## src/rtl/nibble_sequencer.sv

```systemverilog
// Fetch/execute controller for the 4-bit ALU/accumulator datapath.
// Optional CALL/RET support is enabled by defining NIBBLE_SEQ_CALL_EN.
module nibble_sequencer (
  input  logic       clk,
  input  logic       reset,
  input  logic       run,
  input  logic [7:0] rom_data,
  input  logic       c_in,
  input  logic       z_in,
  output logic [7:0] rom_addr,
  output logic [2:0] sel,
  output logic       accu_en,
  output logic       bus1_en,
  output logic       bus2_en,
  output logic [3:0] operand,
  output logic       out_valid,
  output logic       flag_c,
  output logic       flag_z,
  output logic       halted
);

  typedef enum logic [1:0] {S_FETCH, S_EXEC, S_JADDR, S_HALT} state_t;

  typedef enum logic [3:0] {
    OP_NOP  = 4'h0, OP_LIT  = 4'h1, OP_ADDI = 4'h2, OP_CMPI = 4'h3,
    OP_NAND = 4'h4, OP_SUBI = 4'h5, OP_OUT  = 4'h6, OP_JMP  = 4'h7,
    OP_JC   = 4'h8, OP_JNC  = 4'h9, OP_JZ   = 4'hA, OP_JNZ  = 4'hB,
    OP_CALL = 4'hC, OP_RET  = 4'hD, OP_RSV  = 4'hE, OP_HALT = 4'hF
  } op_t;

  state_t     state, state_nx;
  logic [7:0] pc, pc_nx;
  logic [7:0] ir, ir_nx;
  logic       flags_ld;
  op_t        op;

`ifdef NIBBLE_SEQ_CALL_EN
  logic [7:0] ret, ret_nx;
`endif

  assign op = op_t'(ir[7:4]);

  always_ff @(posedge clk or negedge reset) begin
    if (!reset) begin
      state  <= S_FETCH;
      pc     <= '0;
      ir     <= '0;
      flag_c <= 1'b0;
      flag_z <= 1'b0;
`ifdef NIBBLE_SEQ_CALL_EN
      ret    <= '0;
`endif
    end else begin
      state <= state_nx;
      pc    <= pc_nx;
      ir    <= ir_nx;
      if (flags_ld) begin
        flag_c <= c_in;
        flag_z <= z_in;
      end
`ifdef NIBBLE_SEQ_CALL_EN
      ret   <= ret_nx;
`endif
    end
  end

  always_comb begin
    state_nx  = state;
    pc_nx     = pc;
    ir_nx     = ir;
    rom_addr  = pc;
    sel       = 3'd0;
    accu_en   = 1'b0;
    bus1_en   = 1'b0;
    bus2_en   = 1'b0;
    operand   = '0;
    out_valid = 1'b0;
    flags_ld  = 1'b0;
    halted    = 1'b0;
`ifdef NIBBLE_SEQ_CALL_EN
    ret_nx    = ret;
`endif

    unique case (state)
      S_FETCH: begin
        if (run) begin
          ir_nx    = rom_data;
          pc_nx    = pc + 8'd1;
          state_nx = S_EXEC;
        end
      end

      S_EXEC: begin
        state_nx = S_FETCH;
        case (op)
          OP_LIT: begin
            sel = 3'd2; bus1_en = 1'b1; accu_en = 1'b1; operand = ir[3:0]; flags_ld = 1'b1;
          end
          OP_ADDI: begin
            sel = 3'd3; bus1_en = 1'b1; accu_en = 1'b1; operand = ir[3:0]; flags_ld = 1'b1;
          end
          OP_CMPI: begin
            sel = 3'd1; bus1_en = 1'b1; operand = ir[3:0]; flags_ld = 1'b1;
          end
          OP_NAND: begin
            sel = 3'd4; bus1_en = 1'b1; accu_en = 1'b1; operand = ir[3:0]; flags_ld = 1'b1;
          end
          OP_SUBI: begin
            sel = 3'd1; bus1_en = 1'b1; accu_en = 1'b1; operand = ir[3:0]; flags_ld = 1'b1;
          end
          OP_OUT: begin
            bus2_en = 1'b1; out_valid = 1'b1;
          end
          // PC already points at the target byte; JADDR reads it, a miss skips it
          OP_JMP, OP_JC, OP_JNC, OP_JZ, OP_JNZ: begin
            if ((op == OP_JMP) ||
                (op == OP_JC  &&  flag_c) || (op == OP_JNC && !flag_c) ||
                (op == OP_JZ  &&  flag_z) || (op == OP_JNZ && !flag_z))
              state_nx = S_JADDR;
            else
              pc_nx = pc + 8'd1;
          end
`ifdef NIBBLE_SEQ_CALL_EN
          OP_CALL: begin
            ret_nx   = pc + 8'd1;
            state_nx = S_JADDR;
          end
          OP_RET: pc_nx = ret;
`endif
          OP_HALT: state_nx = S_HALT;
          default: ;
        endcase
      end

      S_JADDR: begin
        pc_nx    = rom_data;
        state_nx = S_FETCH;
      end

      S_HALT: halted = 1'b1;

      default: state_nx = S_FETCH;
    endcase
  end

endmodule

```

## config.mk

```make
export PLATFORM = sky130hd
export DESIGN_NAME = nibble_sequencer
export DESIGN_NICKNAME = d
export VERILOG_FILES = /design/src/rtl/nibble_sequencer.sv
export SDC_FILE = /design/constraint.sdc
export NUM_CORES = 1
export LEC_CHECK = 0
export CAP_MARGIN = 20
export CORE_AREA = 3 3 55 57
export DETAILED_ROUTE_END_ITERATION = 6
export DIE_AREA = 0 0 58 60
export PLACE_DENSITY = 0.88
export SYNTH_ARGS = -nofsm -noshare
export SYNTH_HDL_FRONTEND = slang
export SYNTH_SLANG_ARGS = --single-unit
```

## constraint.sdc

```tcl
create_clock -name clk -period 3.2 [get_ports clk]
set_clock_uncertainty 0.05 [all_clocks]
set_input_delay 0.32 -clock clk [delete_from_list [all_inputs] [get_ports clk]]
set_output_delay 0.32 -clock clk [all_outputs]
set_load 0.02 [all_outputs]
```

==> summary.txt <==
Run status
  – Outcome: finished clean

Timing
  – Post-route minimum period: 2.94 ns
  – Peak Freq: 340 MHz
  – Final hold vios: 0
  – Total Neg Setup Slack: 0 ns
  – Worst relative slew slack: 0.402
  – RSZ-0062 raised after global routing: no
  – Fin. max-slew vios: 0
  – Setup WS post-layout: 0.258 ns
  – Final setup vio count: 0
  – Worst slew pin tran: 0.894 ns
  – Final Cycle Share: 0.919

GRT
  – Grt met1 use: 0.228
  – Most Crowded Layer GR: met2
  – M2 GR Usage: 0.345
  – Total GRT Usage: 0.194
  – Largest net degree at the start of global routing: 21
  – Initial antenna violation count: 0
  – GRT overflow: 0
  – Vias in the first global route: 1,152
  – GR Util met3: 0.0389
  – First-pass GRT wire length: 5180 um

Routing
  – Final wirelength: 3090 um
  – Routed WL per cell: 15.4 um
  – Routed vias: 1,210
  – # DRC: 0
  – Pre-antenna DRT Iters: 6
  – Vias per inst: 6.05
  – Initial drt markers: 65
  – Post-route ant nets: 0

CTS
  – Clock-pin slew on the worst setup and hold paths: 0.11 ns
  – H-tree Lvls: 1
  – Root Buffer: clkbuf_4
  – Longest Clk Path Bufs: 2
  – CTS sink cnt: 20
  – Skew-Pair Late Insertion Delay: 0.30 ns
  – CTS Hold Buffers Added: 0
  – CTS buffer count: 3
  – CTS tree: built
  – Number of post-CTS setup repair buffers: 0

Setup path
  – Data required, critical path: 2.83 ns
  – CP Class: flop to output port
  – CP Cell Sequence: inv_1 > ha_2 > nand2b_1 > a211oi_4 > a21boi_0 > clkdlybuf4s50_1
  – Startpoint class of the critical path: flop
  – CP Max Fanout: 10
  – Worst Path Arrival: 2.57 ns
  – CP Buf/Inv Count: 2
  – Max incr delay on CP: 0.62 ns
  – CP top delay family: buffers and inverters
  – Critical-path top delay cell: clkdlybuf4s50_1
  – Crit end category: output port

Placement
  – Placer Congestion: 0.805
  – I/O Buffers: 34
  – Setup slack at placement: 0.415 ns
  – Hpwl dp: 2290 um
  – Area after DPL: 0.00165 sq mm

Yosys
  – FFs w/ async S/R, synth: 1.00
  – Area leader, netlist: dfrtp_1
  – Largest cells by area after synthesis: dfrtp_1 (38%), mux2_2 (8.6%), ha_1 (5.7%)
  – Post-synth EDFFs: 0
  – Mapped Nets: 159
  – Synth warnings: 0
  – Post-synthesis sequential area ratio: 0.382
  – Synth cell types: 43
  – Mapped Area: 0.00131 sq mm
  – Area share of the largest cell type after synthesis: 0.382
  – Post-synth top flop: dfrtp_1
  – Syn Inst Count: 140
  – Average size of a mapped cell: 9.37 sq um
  – Yosys reg bits: 20

Final layout
  – Commonest non-fill, non-tap cells in the layout: clkdlybuf4s50_1 (34), dfrtp_1 (20), nor2_1 (16), mux2_2 (10), a21oi_1 (9)
  – Layout area overhead: 28.2%
  – Final Cell Area: 0.00168 sq mm
  – Layout net count: 191
  – Fillers: 202
  – Share of cells above drive strength 1: 0.124
  – Most common cell after layout, fill and taps aside: clkdlybuf4s50_1
  – ANT cells: 0

Power and ir drop
  – Pwr/cell area: 1040 mW/mm^2
  – Leakage: 0.697 nW
  – Worst IR drop on VDD: 0.666 mV

Floorplan
  – IO Pins: 35
  – Die Area: 0.00348 sq mm
  – Die Wd: 58 um
  – Die H: 60 um
  – Core footprint: 0.00252 sq mm
  – Placement Rows: 18
  – Initial Utilization: 0.520

Job
  – Max_cap viols: 0

Hold path
  – Hold crit path type: primary input to async pin
[state kept, by name, indices dropped and copies added (netlist names)]
name      flops
ir            8
rom_addr      8
state         2
flag_c        1
flag_z        1
[through the flow]
step	hold slack, ns	std cells	util	total power [mW]
after floorplan	-0.0256	140	-	1.27
after global placement	0.444	197	0.654	1.57
after detailed placement	0.438	197	0.654	1.61
after CTS	0.463	200	0.663	1.73
after global routing	0.486	200	0.667	1.89
final	0.456	200	0.667	1.75
[layout make-up]
cell class              instances  area (sq um)  area share
clock buffers                   3          22.5      0.0134
inverters                       8          30.0      0.0179
multi-input cells             105           751       0.446
flip-flops and latches         20           500       0.298
well taps                      30          37.5      0.0223
repair buffers                 34           340       0.202
[metal layers]
layer / up-vias / part of all wire / wire length (um)
met2: 58 / 0.50 / 1550
met4: 0 / 0.016 / 50
met3: 8 / 0.085 / 261
met1: 578 / 0.40 / 1230
li1: 566 / - / -
met5: - / 0 / 0
[where the power goes]
group | internal [mW] | switching (mW) | total [mW]
clock network | 0.0440 | 0.0769 | 0.121
logic | 0.516 | 0.575 | 1.09
registers | 0.372 | 0.168 | 0.540
[final timing paths]
| kind | slack, ns | to | startpoint | depth (start not counted) |
|---|---|---|---|---|
| min in group clk | 0.46 | ir[3] | ir[3] | 1 |
| worst max register to register | 0.98 | rom_addr[4] | state[0] | 7 |
| worst max-delay path | 0.26 | accu_en | state[1] | 6 |
| worst min register to register | 0.46 | ir[3] | ir[3] | 1 |
| worst min-delay path | 0.46 | rom_addr[1] | reset | 1 |
| max in group asynchronous | 2.09 | ir[3] | reset | 1 |
[synth_stat cells (2+ instances only)]
cell type  count
a21oi_1        9
dfrtp_1       20
and4_1         2
a21boi_0       2
a211oi_1       2
or3_1          2
buf_2          2
mux2_2        10
and2_1         5
nor4_1         2
inv_1          8
o22ai_1        2
clkbuf_1       2
nor3_1         4
a2111oi_2      2
mux2i_1        2
and3_1         4
o21ai_0        3
nand3_1        6
nand2_1        7
ha_1           6
nor3b_1        2
nor2_1        16
[cell families after synthesis]
family,after synthesis,share of synthesized area
AO/OA/AOI/OAI,27,0.148
adder cells (fa/ha/maj),6,0.0573
XOR/XNOR,1,0.00668
buffers and inverters,15,0.0534
multiplexers,13,0.112
AND/OR/NAND/NOR,58,0.241
flip-flops,20,0.382
[worst register-to-register path: stages, from the launching register on]
cell and delay (ns):
dfrtp_1 0.45, inv_1 0.11, ha_1 0.43, inv_1 0.26, or3_1 0.38, mux2_2 0.26
o311ai_0 0.12, nor3_2 0.07
[timing repair]
| item | in CTS | in global routing |
|---|---|---|
| endpoints found under the hold margin | 0 | 0 |
| setup endpoints to repair | 0 | 5 |
| resized for setup | 0 | 2 |
No activity file was read; power rests on OpenSTA's default activity.
